[config.mk]
export PLATFORM = sky130hd
export DESIGN_NAME = ps2_color_sel
export DESIGN_NICKNAME = d
export VERILOG_FILES = /design/src/rtl/ps2_color_sel.sv
export SDC_FILE = /design/constraint.sdc
export NUM_CORES = 1
export LEC_CHECK = 0
export ABC_AREA = 1
export BUFFER_PORTS_ARGS = -buffer_cell sky130_fd_sc_hd__buf_2
export CAP_MARGIN = 0
export CELL_PAD_IN_SITES_DETAIL_PLACEMENT = 1
export CELL_PAD_IN_SITES_GLOBAL_PLACEMENT = 1
export CORE_MARGIN = 3
export CORE_UTILIZATION = 48
export DETAILED_ROUTE_END_ITERATION = 6
export GPL_TIMING_DRIVEN = 0
export PLACE_DENSITY = 0.88
export SYNTH_ARGS = -nofsm -noshare
export SYNTH_HDL_FRONTEND = slang
export SYNTH_SLANG_ARGS = --single-unit
[constraint.sdc]
create_clock -name pxlClk25Mhz -period 4.2 [get_ports pxlClk25Mhz]
set_input_delay 0.63 -clock pxlClk25Mhz [delete_from_list [all_inputs] [get_ports pxlClk25Mhz]]
set_output_delay 0.63 -clock pxlClk25Mhz [all_outputs]
set_load 0.01 [all_outputs]
[src/rtl/ps2_color_sel.sv]
// PS/2 keyboard receiver and digit-key colour selector for the VGA path.
// Receives 11-bit PS/2 frames and checks parity, stop bit and inter-edge
// timeout. Set-2 make codes for digits 0-7 select a 3-bit colour. Break
// (F0) and extended (E0) prefixes suppress the byte that follows them.
//
// state    | meaning
// ---------+--------------------------------------------------
// S_IDLE   | waiting for a start bit (falling edge, data 0)
// S_DATA   | shifting in 8 data bits, LSB first
// S_PARITY | capturing the odd-parity bit
// S_STOP   | checking stop bit and parity, then publishing
module ps2_color_sel #(
    parameter int TIMEOUT_CYCLES = 25000
) (
    input  logic       pxlClk25Mhz,
    input  logic       rstN,
    input  logic       ps2Clk,
    input  logic       ps2Data,
    output logic [2:0] pxl_color,
    output logic [7:0] scanCode,
    output logic       codeValid,
    output logic       frameErr
);

    localparam int TW = $clog2(TIMEOUT_CYCLES + 1);
    // Down-counter reload: the terminal count of zero is reached after
    // TIMEOUT_CYCLES-1 cycles without a PS/2 falling edge.
    localparam logic [TW-1:0] TMO_LOAD = TW'(TIMEOUT_CYCLES - 1);

    typedef enum logic [1:0] {
        S_IDLE,
        S_DATA,
        S_PARITY,
        S_STOP
    } state_t;

    logic          clk_s1_q, clk_s2_q, clk_prev_q;
    logic          dat_s1_q, dat_s2_q;
    logic          fall;
    logic          bit_in;

    state_t        state_q, state_d;
    logic [2:0]    bit_cnt_q, bit_cnt_d;
    logic [7:0]    shift_q, shift_d;
    logic          par_q, par_d;
    logic [TW-1:0] tmo_q, tmo_d;
    logic [2:0]    color_q, color_d;
    logic [7:0]    scan_q, scan_d;
    logic          cv_q, cv_d;
    logic          fe_q, fe_d;
    logic          brk_q, brk_d;
    logic          ext_q, ext_d;
    logic          tmo_hit;
    logic          good;

    // Two-stage synchronisers for both PS/2 lines plus the clock edge register.
    always_ff @(posedge pxlClk25Mhz or negedge rstN) begin
        if (!rstN) begin
            clk_s1_q   <= 1'b1;
            clk_s2_q   <= 1'b1;
            clk_prev_q <= 1'b1;
            dat_s1_q   <= 1'b1;
            dat_s2_q   <= 1'b1;
        end else begin
            clk_s1_q   <= ps2Clk;
            clk_s2_q   <= clk_s1_q;
            clk_prev_q <= clk_s2_q;
            dat_s1_q   <= ps2Data;
            dat_s2_q   <= dat_s1_q;
        end
    end

    assign fall   = clk_prev_q & ~clk_s2_q;
    assign bit_in = dat_s2_q;

    // A falling edge in the terminal-count cycle wins and keeps the frame alive.
    assign tmo_hit = (state_q != S_IDLE) && !fall && (tmo_q == '0);

    // Frame FSM, timeout timer and scan-code decoder next-state logic.
    always_comb begin
        state_d   = state_q;
        bit_cnt_d = bit_cnt_q;
        shift_d   = shift_q;
        par_d     = par_q;
        tmo_d     = tmo_q;
        color_d   = color_q;
        scan_d    = scan_q;
        cv_d      = 1'b0;
        fe_d      = 1'b0;
        brk_d     = brk_q;
        ext_d     = ext_q;
        good      = 1'b0;

        if ((state_q == S_IDLE) || fall) begin
            tmo_d = TMO_LOAD;
        end else if (tmo_q != '0) begin
            tmo_d = tmo_q - 1'b1;
        end

        case (state_q)
            S_IDLE: begin
                // A falling edge with data high is a glitch, not a start bit.
                if (fall && !bit_in) begin
                    state_d   = S_DATA;
                    bit_cnt_d = 3'd0;
                end
            end
            S_DATA: begin
                if (fall) begin
                    shift_d   = {bit_in, shift_q[7:1]};
                    bit_cnt_d = bit_cnt_q + 3'd1;
                    if (bit_cnt_q == 3'd7) begin
                        state_d = S_PARITY;
                    end
                end
            end
            S_PARITY: begin
                if (fall) begin
                    par_d   = bit_in;
                    state_d = S_STOP;
                end
            end
            S_STOP: begin
                if (fall) begin
                    state_d = S_IDLE;
                    if (bit_in && (^{shift_q, par_q})) begin
                        good = 1'b1;
                    end else begin
                        fe_d = 1'b1;
                    end
                end
            end
            default: state_d = S_IDLE;
        endcase

        if (tmo_hit) begin
            state_d = S_IDLE;
            fe_d    = 1'b1;
        end

        if (good) begin
            scan_d = shift_q;
            cv_d   = 1'b1;
            if (shift_q == 8'hF0) begin
                brk_d = 1'b1;
            end else if (shift_q == 8'hE0) begin
                ext_d = 1'b1;
            end else if (brk_q || ext_q) begin
                brk_d = 1'b0;
                ext_d = 1'b0;
            end else begin
                case (shift_q)
                    8'h45:   color_d = 3'd0;
                    8'h16:   color_d = 3'd1;
                    8'h1E:   color_d = 3'd2;
                    8'h26:   color_d = 3'd3;
                    8'h25:   color_d = 3'd4;
                    8'h2E:   color_d = 3'd5;
                    8'h36:   color_d = 3'd6;
                    8'h3D:   color_d = 3'd7;
                    default: color_d = color_q;
                endcase
            end
        end
    end

    // State, timer, decoder flags and registered outputs.
    always_ff @(posedge pxlClk25Mhz or negedge rstN) begin
        if (!rstN) begin
            state_q   <= S_IDLE;
            bit_cnt_q <= 3'd0;
            shift_q   <= 8'h00;
            par_q     <= 1'b0;
            tmo_q     <= TMO_LOAD;
            color_q   <= 3'd0;
            scan_q    <= 8'h00;
            cv_q      <= 1'b0;
            fe_q      <= 1'b0;
            brk_q     <= 1'b0;
            ext_q     <= 1'b0;
        end else begin
            state_q   <= state_d;
            bit_cnt_q <= bit_cnt_d;
            shift_q   <= shift_d;
            par_q     <= par_d;
            tmo_q     <= tmo_d;
            color_q   <= color_d;
            scan_q    <= scan_d;
            cv_q      <= cv_d;
            fe_q      <= fe_d;
            brk_q     <= brk_d;
            ext_q     <= ext_d;
        end
    end

    assign pxl_color = color_q;
    assign scanCode  = scan_q;
    assign codeValid = cv_q;
    assign frameErr  = fe_q;

endmodule

### Word level (Yosys, flattened, before mapping)

Index checks and enable logic that the tools add are counted.

| word-level totals | value |
|---|---|
| register bits after elaboration | 49 |
| output and inout bits | 13 |

| cells by class | value |
|---|---|
| add/sub/neg operators | 2 |
| equality and inequality tests | 22 |
| mux-type cells | 25 |
| bitwise gates (word level) | 5 |
| reduce and logical (&&, ||, !) cells | 25 |

Operators by type and width:

| cell | number |
|---|---|
| $eq A8 B6 Y1 const B | 5 |
| $mux W15 | 2 |
| $pmux W3 S8 | 1 |
| $eq A8 B5 Y1 const B | 2 |
| $eq A8 B8 Y1 const B | 2 |
| $logic_not A15 Y1 | 1 |
| $reduce_bool A15 Y1 | 1 |
| $sub A15 B1 Y15 const B | 1 |
| $mux W1 | 12 |
| $mux W2 | 6 |
| $ne A3 B3 Y1 const B | 4 |
| $reduce_and A5 Y1 | 2 |
| $reduce_bool A2 Y1 | 5 |
| $reduce_and A3 Y1 | 3 |
| $reduce_xor A9 Y1 | 1 |
| $eq A8 B7 Y1 const B | 1 |
| $pmux W2 S4 | 1 |
| $reduce_bool A8 Y1 | 1 |
| $mux W3 | 2 |
| $pmux W3 S2 | 1 |
| $eq A2 B2 Y1 const B | 2 |
| $logic_and A1 B1 Y1 | 4 |
| $ne A2 B2 Y1 const B | 2 |
| $not A1 Y1 | 4 |
| other kinds (10) | 13 |

### Logic depth before layout (Yosys ltp)

Gate-level depths: netlist of run 1.

| logic depth | value |
|---|---|
| word-level depth | 7 |
| gate-level depth with buffers | 12 |
| mapped depth without buffers | 12 |

### Worst setup path before layout of run 1

No wires, ideal clock.

| timing | value |
|---|---|
| kind | flip-flop to flip-flop |
| from | register tmo_q[0] |
| to | register tmo_q[8] |
| arrival | 1,614 ps |
| data required time | 4,142 ps |
| slack | 2,528 ps |
| stages on the path, launching flop included | 11 |
| cell sequence | dfstp_2 inv_1 ha_1 inv_1 nor2_1 nand3b_1 nor2_4 nor3_1 nand2_1 o21a_1 inv_1 |

| between the ends | value |
|---|---|
| longest elaborated chain between the ends | 3 |
| elaborated cells on any way between the ends | 5 |
| those cells by class | 1 x add/sub; 2 x mux; 2 x reduce/logical |

Ends and longest elaborated chain:

| item | line | text |
|---|---|---|
| start: declaration | 46 | `logic [TW-1:0] tmo_q, tmo_d;` |
| start signal: assignment | 186 | `tmo_q <= tmo_d;` |
| $sub A15 B1 Y15 | 97 | `tmo_d = tmo_q - 1'b1;` |
| $mux W15 | 96 | `end else if (tmo_q != '0) begin` |
| $mux W15 | 94 | `if ((state_q == S_IDLE) \|\| fall) begin` |

Several ways; a longest one is shown, not always the timed one. The select of a mux whose other input is x is not followed.
A chain may end at the register's enable or synchronous reset.

### Final worst setup path of run 1

| timing | value |
|---|---|
| from | register state_q[1] |
| to | register shift_q[1] |

| between the ends | value |
|---|---|
| longest elaborated chain between the ends | 2 |

Ends and longest elaborated chain:

| item | line | text |
|---|---|---|
| start: declaration | 42 | `state_t state_q, state_d;` |
| start signal: assignment | 182 | `state_q <= state_d;` |
| $eq A2 B1 Y1 | 100 | `case (state_q)` |
| $reduce_and A2 Y1 (no source line) | -- |  |
| end signal: assignment | 184 | `shift_q <= shift_d;` |
| end: declaration | 44 | `logic [7:0] shift_q, shift_d;` |

No other way between the ends.

==> results of run 1 <==
[cell families (layout without fill, tap and decap cells)]
logic type	count (synthesis)	count (layout)	synth area share (%)
AND/OR/NAND/NOR	177	177	29.08
flip-flops	49	49	47.49
buffers and inverters	49	72	7.461
AO/OA/AOI/OAI	41	41	9.135
XOR/XNOR	9	9	3.013
adder cells (fa/ha/maj)	8	8	3.826
[layout by cell type, fill, tap and decap left out]
cell type  instances
clkbuf_1           2
nor4_1             2
a31oi_1            1
o21ai_0           23
nor2_4             1
clkinv_2           1
dfrtp_1           36
o21a_1             3
nand3b_1           1
a211oi_1           1
nor3_1            10
clkbuf_8           5
nand3_1           17
ha_1               8
o31ai_1            3
nand3_2            1
a21oi_2            1
bufinv_16          1
xnor2_1            4
inv_2              2
nand4_1           10
xor2_1             5
or2_2              2
a21oi_1            8
a21oi_4            1
dfstp_2           13
nand2_1           93
buf_2             18
nor2_1            36
and3_1             1
buf_6              1
clkbuf_2           1
inv_1             41
nand2_2            3
[through the flow]
step                      instance area, sq um  hold slack (ps)
final                                     2888            361.7
after detailed placement                  2784            349.8
after global placement                    2784            345.5
after global routing                      2888            369.3
after floorplan                           2616            334.4
after CTS                                 2888            363.6
[sequential cells by signal, indices dropped and copies added (netlist names), 2 cells and up]
| name | flops |
|---|---|
| tmo_q | 15 |
| state_q | 2 |
| scanCode | 8 |
| shift_q | 8 |
| pxl_color | 3 |
| bit_cnt_q | 3 |
[power groups by stage]
stage          Clock [mW]  Sequential (mW)  Combinational (mW)
2_1_floorplan           0            0.623               0.443
3_3_place_gp            0            0.632               0.566
3_5_place_dp            0            0.638               0.607
4_1_cts             0.338            0.630               0.616
5_1_grt             0.357            0.641               0.698
6_report            0.331            0.630               0.612
[routing by layer]
layer  wire (um)  track usage, %  up-vias
met5           0               0        -
met4         127           7.770        0
met3         117           3.160       13
met2        3131           39.48       23
met1        2765           25.11     1125
li1            -               -     1106
[final timing paths]
path	from	endpoint	slack (ps)	cells after the start
min in group asynchronous	rstN	tmo_q[10]$_DFFE_PN0N_	520	1
max	state_q[1]$_DFFE_PN0P_	shift_q[1]$_DFFE_PN0P_	2210	6
max in group asynchronous	rstN	tmo_q[4]$_DFFE_PN0N_	3010	1
min	dat_s1_q$_DFF_PN1_	bit_in$_DFF_PN1_	360	0
min reg2reg	dat_s1_q$_DFF_PN1_	bit_in$_DFF_PN1_	360	0
max reg2reg	state_q[1]$_DFFE_PN0P_	shift_q[1]$_DFFE_PN0P_	2210	6
[worst register-to-register path: stages (launching register included)]
cell and delay, ps:
dfrtp_1 430, inv_1 120, ha_1 260, inv_1 100, nor2_1 430, clkbuf_1 390, o21ai_0 140
[final cells by class]
| type | instances | area [sq um] | share of cell area, % |
|---|---|---|---|
| sequential | 49 | 1242 | 43.02 |
| multi-input combinational | 235 | 1179 | 40.81 |
| inverter | 43 | 161.4 | 5.589 |
| tap | 70 | 87.58 | 3.033 |
| timing repair buffer | 16 | 80.08 | 2.773 |
| clock buffer | 5 | 68.82 | 2.383 |
| clock inverter | 2 | 35.03 | 1.213 |
| buffer | 6 | 33.78 | 1.170 |
==> run metrics, run 1 <==
antenna violations before repair 0; final setup vio count 0; Synth top area share 34.43%; Longest Clk Path Bufs 2; antenna fix cells 0; Synth Flop Type dfrtp_1; RSZ-0062 raised after global routing no; Post-Syn Instances 333; PwrDens 544.9 mW/mm^2; Hold Crit Class flop to flop; WS Path Type flop to flop; placed wire-length estimate 4547 um; Synth Register Bits 49; Post-synth EDFFs 0; global route total overflow 0; Clock Power Share 21.1%; CTS Hold Buffers Added 0; register area share after synthesis 47.49%; cell family with most CP delay buffers and inverters; starting DRC count in detailed routing 70; I/O pins 17; Power Total 1.573 mW; WP buf/inv 3; Layout Cells excl Fill 426; Setup Fix Bufs, Post-CTS 0; largest net degree at the start of global routing 50; Final Critical Period 1993 ps; Lkg Pwr 1.475 nW; Die H 79.83 um; worst path required time 4370 ps; Via density 5.322; relative slew slack 27.33%; CP max FO 10; CP Cell Sequence inv_1 > ha_1 > inv_1 > nor2_1 > clkbuf_1 > o21ai_0; Critical Path Start Type flop; CTS buffer count 5; Int Pwr 0.9309 mW; CTS root buffer clkbuf_8; switching pwr 0.6426 mW; Inst Count DP 419; Peak Freq 501.6 MHz; Die W 79.83 um; Nets 368; Core ar. 0.005205 sq mm; max-cap violations 0; FILL cells 676; worst setup margin 2207 ps; htree depth 2; slowest stage cell, crit path dfrtp_1; final WL 6143 um; CTS clk-pin slew, worst paths 90 ps; fin crit share 47.46%; TritonCTS clock tree yes; I/O Buffers 16; outcome completed; Routability Congestion 0.8774; clk_lat worst skew 300 ps; # DRC 0; PostCTS Resize Cnt 0; cell with the most instances after synthesis nand2_1; Routed Antenna Nets 0; crit end category flop; first-pass GRT wire length 10830 um; most instantiated cells after synthesis nand2_1 (93), inv_1 (41), dfrtp_1 (36), nor2_1 (36), o21ai_0 (23); worst path arrival time 2170 ps; final worst clock skew 11.14 ps; Pre-antenna DRT Iters 4; Synth area leader dfrtp_1; P&R area growth vs syn 10.38%; ys async rst share 100.0%; initial core utilization 50.26%; row cnt 26; Combinational Power Share 38.9%; via count 2267; synth top area cells dfrtp_1 (34%), nand2_1 (13%), dfstp_2 (13%); die area 0.006372 sq mm; most frequent CP cell inv_1; sequential share of power 40.0%; drt wl/cell 14.42 um; endpoints failing hold 0; Peak VDD IR 0.2224 mV; DP Worst Slack 2201 ps; Net Sw Frac 40.84%; Mapped Nets 345; Slew @ Worst Pin 1090 ps; Synth Cell Area 0.002616 sq mm; Max Slew Vio Count 0; layout cells sized above 1 14.33%; TNS Setup 0 ps; Critical Path Max Stage Delay 430 ps; post-synth cell types 31; vias in the first global route 2429; yosys warns 0; fin util 55.48%; CTS Sinks 49; Avg Cell Area, Syn 7.857 sq um; Global Route Usage Sum 21.45%
No activity file was read; power rests on OpenSTA's default activity.
==> run 2: changes to the inputs <==
- CORE_UTILIZATION: 48 -> 40
- PLACE_DENSITY: 0.88 -> 0.78
- clock period: 4.2 -> 1.6 ns (I/O delays scaled with it)
==> run metrics, run 2 (synthesis results as in run 1) <==
clk_lat worst skew 310 ps (about the same); CP max FO 5 (-5); Top reg by flops tmo_q; Final Critical Period 1940 ps (-53.87 ps); Critical Path Start Type flop; antenna violations before repair 0 (unchanged); antenna fix cells 0 (unchanged); CTS Hold Buffers Added 0 (unchanged); I/O pins 17 (unchanged); RSZ-0062 raised after global routing yes; cell area after layout 0.003850 sq mm (+33%); Net Sw Frac 45.52% (+4.7 points); Peak VDD IR 0.7505 mV (+240%); WHS 21.48 ps (-340.3 ps); final setup vio count 32 (+32); reg2reg path depth 9 (+3); outcome finished with violations; worst setup margin -339.6 ps (-2546 ps); final WL 10180 um (+66%); sequential share of power 30.7% (-9.3 points); CTS root buffer clkbuf_8; max-cap violations 0 (unchanged); Max Slew Vio Count 0 (unchanged); via count 2722 (+20%); die area 0.007547 sq mm (+18%); Nets 431 (+17%); Routed Antenna Nets 0 (unchanged); initial core utilization 42.67% (-7.6 points); Die H 86.88 um (+8.8%); TritonCTS clock tree yes; fin crit share 121.2% (+74 points); first-pass GRT wire length 12830 um (+18%); Clock Power Share 13.5% (-7.6 points); PwrDens 1471 mW/mm^2 (+170%); Die W 86.88 um (+8.8%); drt wl/cell 20.56 um (+43%); Pre-antenna DRT Iters 6 (+2); FF-to-FF setup slack -340 ps (-2550 ps); Lkg Pwr 1.830 nW (+24%); I/O Buffers 16 (unchanged); row cnt 28 (+7.7%); WS Path Type flop to flop; # DRC 0 (unchanged); Hold Crit Class primary input to flop; Routability Congestion 0.7977 (-9.1%); vias in the first global route 2609 (+7.4%); worst path arrival time 2140 ps (-30 ps); Combinational Power Share 55.8% (+17 points); Worst Hold Path EP dat_s1_q$_DFF_PN1_; largest net degree at the start of global routing 50 (unchanged); switching pwr 2.578 mW (+300%); Via density 5.499 (+3.3%); Crit Reg-Reg Startpoint shift_q[6]$_DFFE_PN0P_; FILL cells 719 (+6.4%); Longest Clk Path Bufs 2 (unchanged); worst hold stages 1 (+1); Core ar. 0.006131 sq mm (+18%); global route total overflow 0 (unchanged); CTS buffer count 5 (unchanged); CTS Sinks 49 (unchanged); CTS clk-pin slew, worst paths 100 ps (about the same); placed wire-length estimate 4490 um (-1.3%); commonest non-fill, non-tap cell in the layout nand2_1; worst r2r dst ext_q$_DFFE_PN0P_; P&R area growth vs syn 47.15%; min-delay src ps2Data; Int Pwr 3.084 mW (+230%); max FFs per register 15 (unchanged); htree depth 2 (unchanged); relative slew slack 24.24% (-3.1 points); final worst clock skew 10.99 ps (-0.1459 ps); fin util 62.80% (+7.3 points); starting DRC count in detailed routing 185 (+160%); Slew @ Worst Pin 1136 ps (+46.34 ps); Area after DPL 0.002800 sq mm (+0.58%); Peak Freq 515.6 MHz (+2.8%); crit end category flop; layout cells sized above 1 52.38% (+38 points); worst path required time 1800 ps (-2570 ps); most frequent cells in the layout nand2_1 (68), buf_4 (53), dfrtp_1 (28); endpoints failing hold 0 (unchanged); Global Route Usage Sum 21.51% (+0.063 points); failing checks setup timing
-- run 2: cell count changes in the layout (fill, tap and decap cells not counted), moves of 11 or more --
cell / previous run / this run
buf_4: 0 / 53
buf_6: 1 / 12
inv_1: 41 / 20
inv_2: 2 / 19
nand2_1: 93 / 68
nand2_2: 3 / 23
nor2_1: 36 / 15
nor2_4: 1 / 12
-- run 2: timing repair --
item / in CTS / in global routing
gates resized for setup: 80 / 82
setup endpoints to repair: 42 / 41
pin swaps: 23 / 28
gates cloned: 0 / 2
buffers inserted: 36 / 26
-- run 2: power groups by stage --
stage                     logic, mW  registers, mW  clock network (mW)
after CTS                      2.14           1.67               0.750
after global placement         1.50           1.66                   0
after floorplan                1.17           1.64                   0
final                          3.16           1.74               0.766
after global routing           3.36           1.77               0.820
after detailed placement       1.58           1.68                   0
-- run 2: stage by stage --
stage / total power, mW / instances / setup WS (ps) / setup TNS [ps]
floorplan: 2.803 / 333 / -7.200 / -12.51
global placement: 3.161 / 424 / -415.3 / -8155
detailed placement: 3.261 / 424 / -450.6 / -10190
CTS: 4.558 / 467 / -87.65 / -944.8
global route: 5.942 / 495 / -352.1 / -7236
finish: 5.662 / 495 / -339.6 / -4541
-- run 2: layer usage --
layer  wire length, um  global-route usage (%)  part of all wire (%)
met5                 0                       0                     0
met4               212                   4.533                   2.1
met3               356                   2.933                   3.5
met2              5333                   39.41                    52
met1              4275                   26.80                    42
-- run 2: worst max-delay path: stages, from the launching register on --
cell and delay [ps]:
dfrtp_2 460, buf_4 140, buf_4 90, nand2_1 80
nor3_2 290, inv_1 110, a21oi_1 310, nand4_1 180
nand2_1 110, nand2_1 50
-- run 2: area by class of cell --
class	count	area, sq um	share of cell area [%]
Buffer	5	45.04	1.170
Clock buffer	7	76.32	1.982
Clock inverter	1	7.507	0.1950
Inverter	43	172.7	4.485
Multi-Input combinational cell	236	1599	41.53
Sequential cell	49	1252	32.53
Tap cell	75	93.84	2.437
Timing Repair Buffer	79	603.1	15.66
-- run 2: worst max-delay path by stage --
stage | start | slack, ps | depth (start not counted) | endpoint
3_3_place_gp | state_q[1]$_DFFE_PN0P_ | -420 | 6 | shift_q[4]$_DFFE_PN0P_
3_5_place_dp | state_q[1]$_DFFE_PN0P_ | -450 | 6 | shift_q[1]$_DFFE_PN0P_
4_1_cts | shift_q[1]$_DFFE_PN0P_ | -90 | 12 | brk_q$_DFFE_PN0P_
6_report | shift_q[6]$_DFFE_PN0P_ | -340 | 9 | ext_q$_DFFE_PN0P_
2_1_floorplan | tmo_q[0]$_DFFE_PN1N_ | -7 | 10 | tmo_q[8]$_DFFE_PN1N_
5_1_grt | shift_q[6]$_DFFE_PN0P_ | -350 | 9 | brk_q$_DFFE_PN0P_
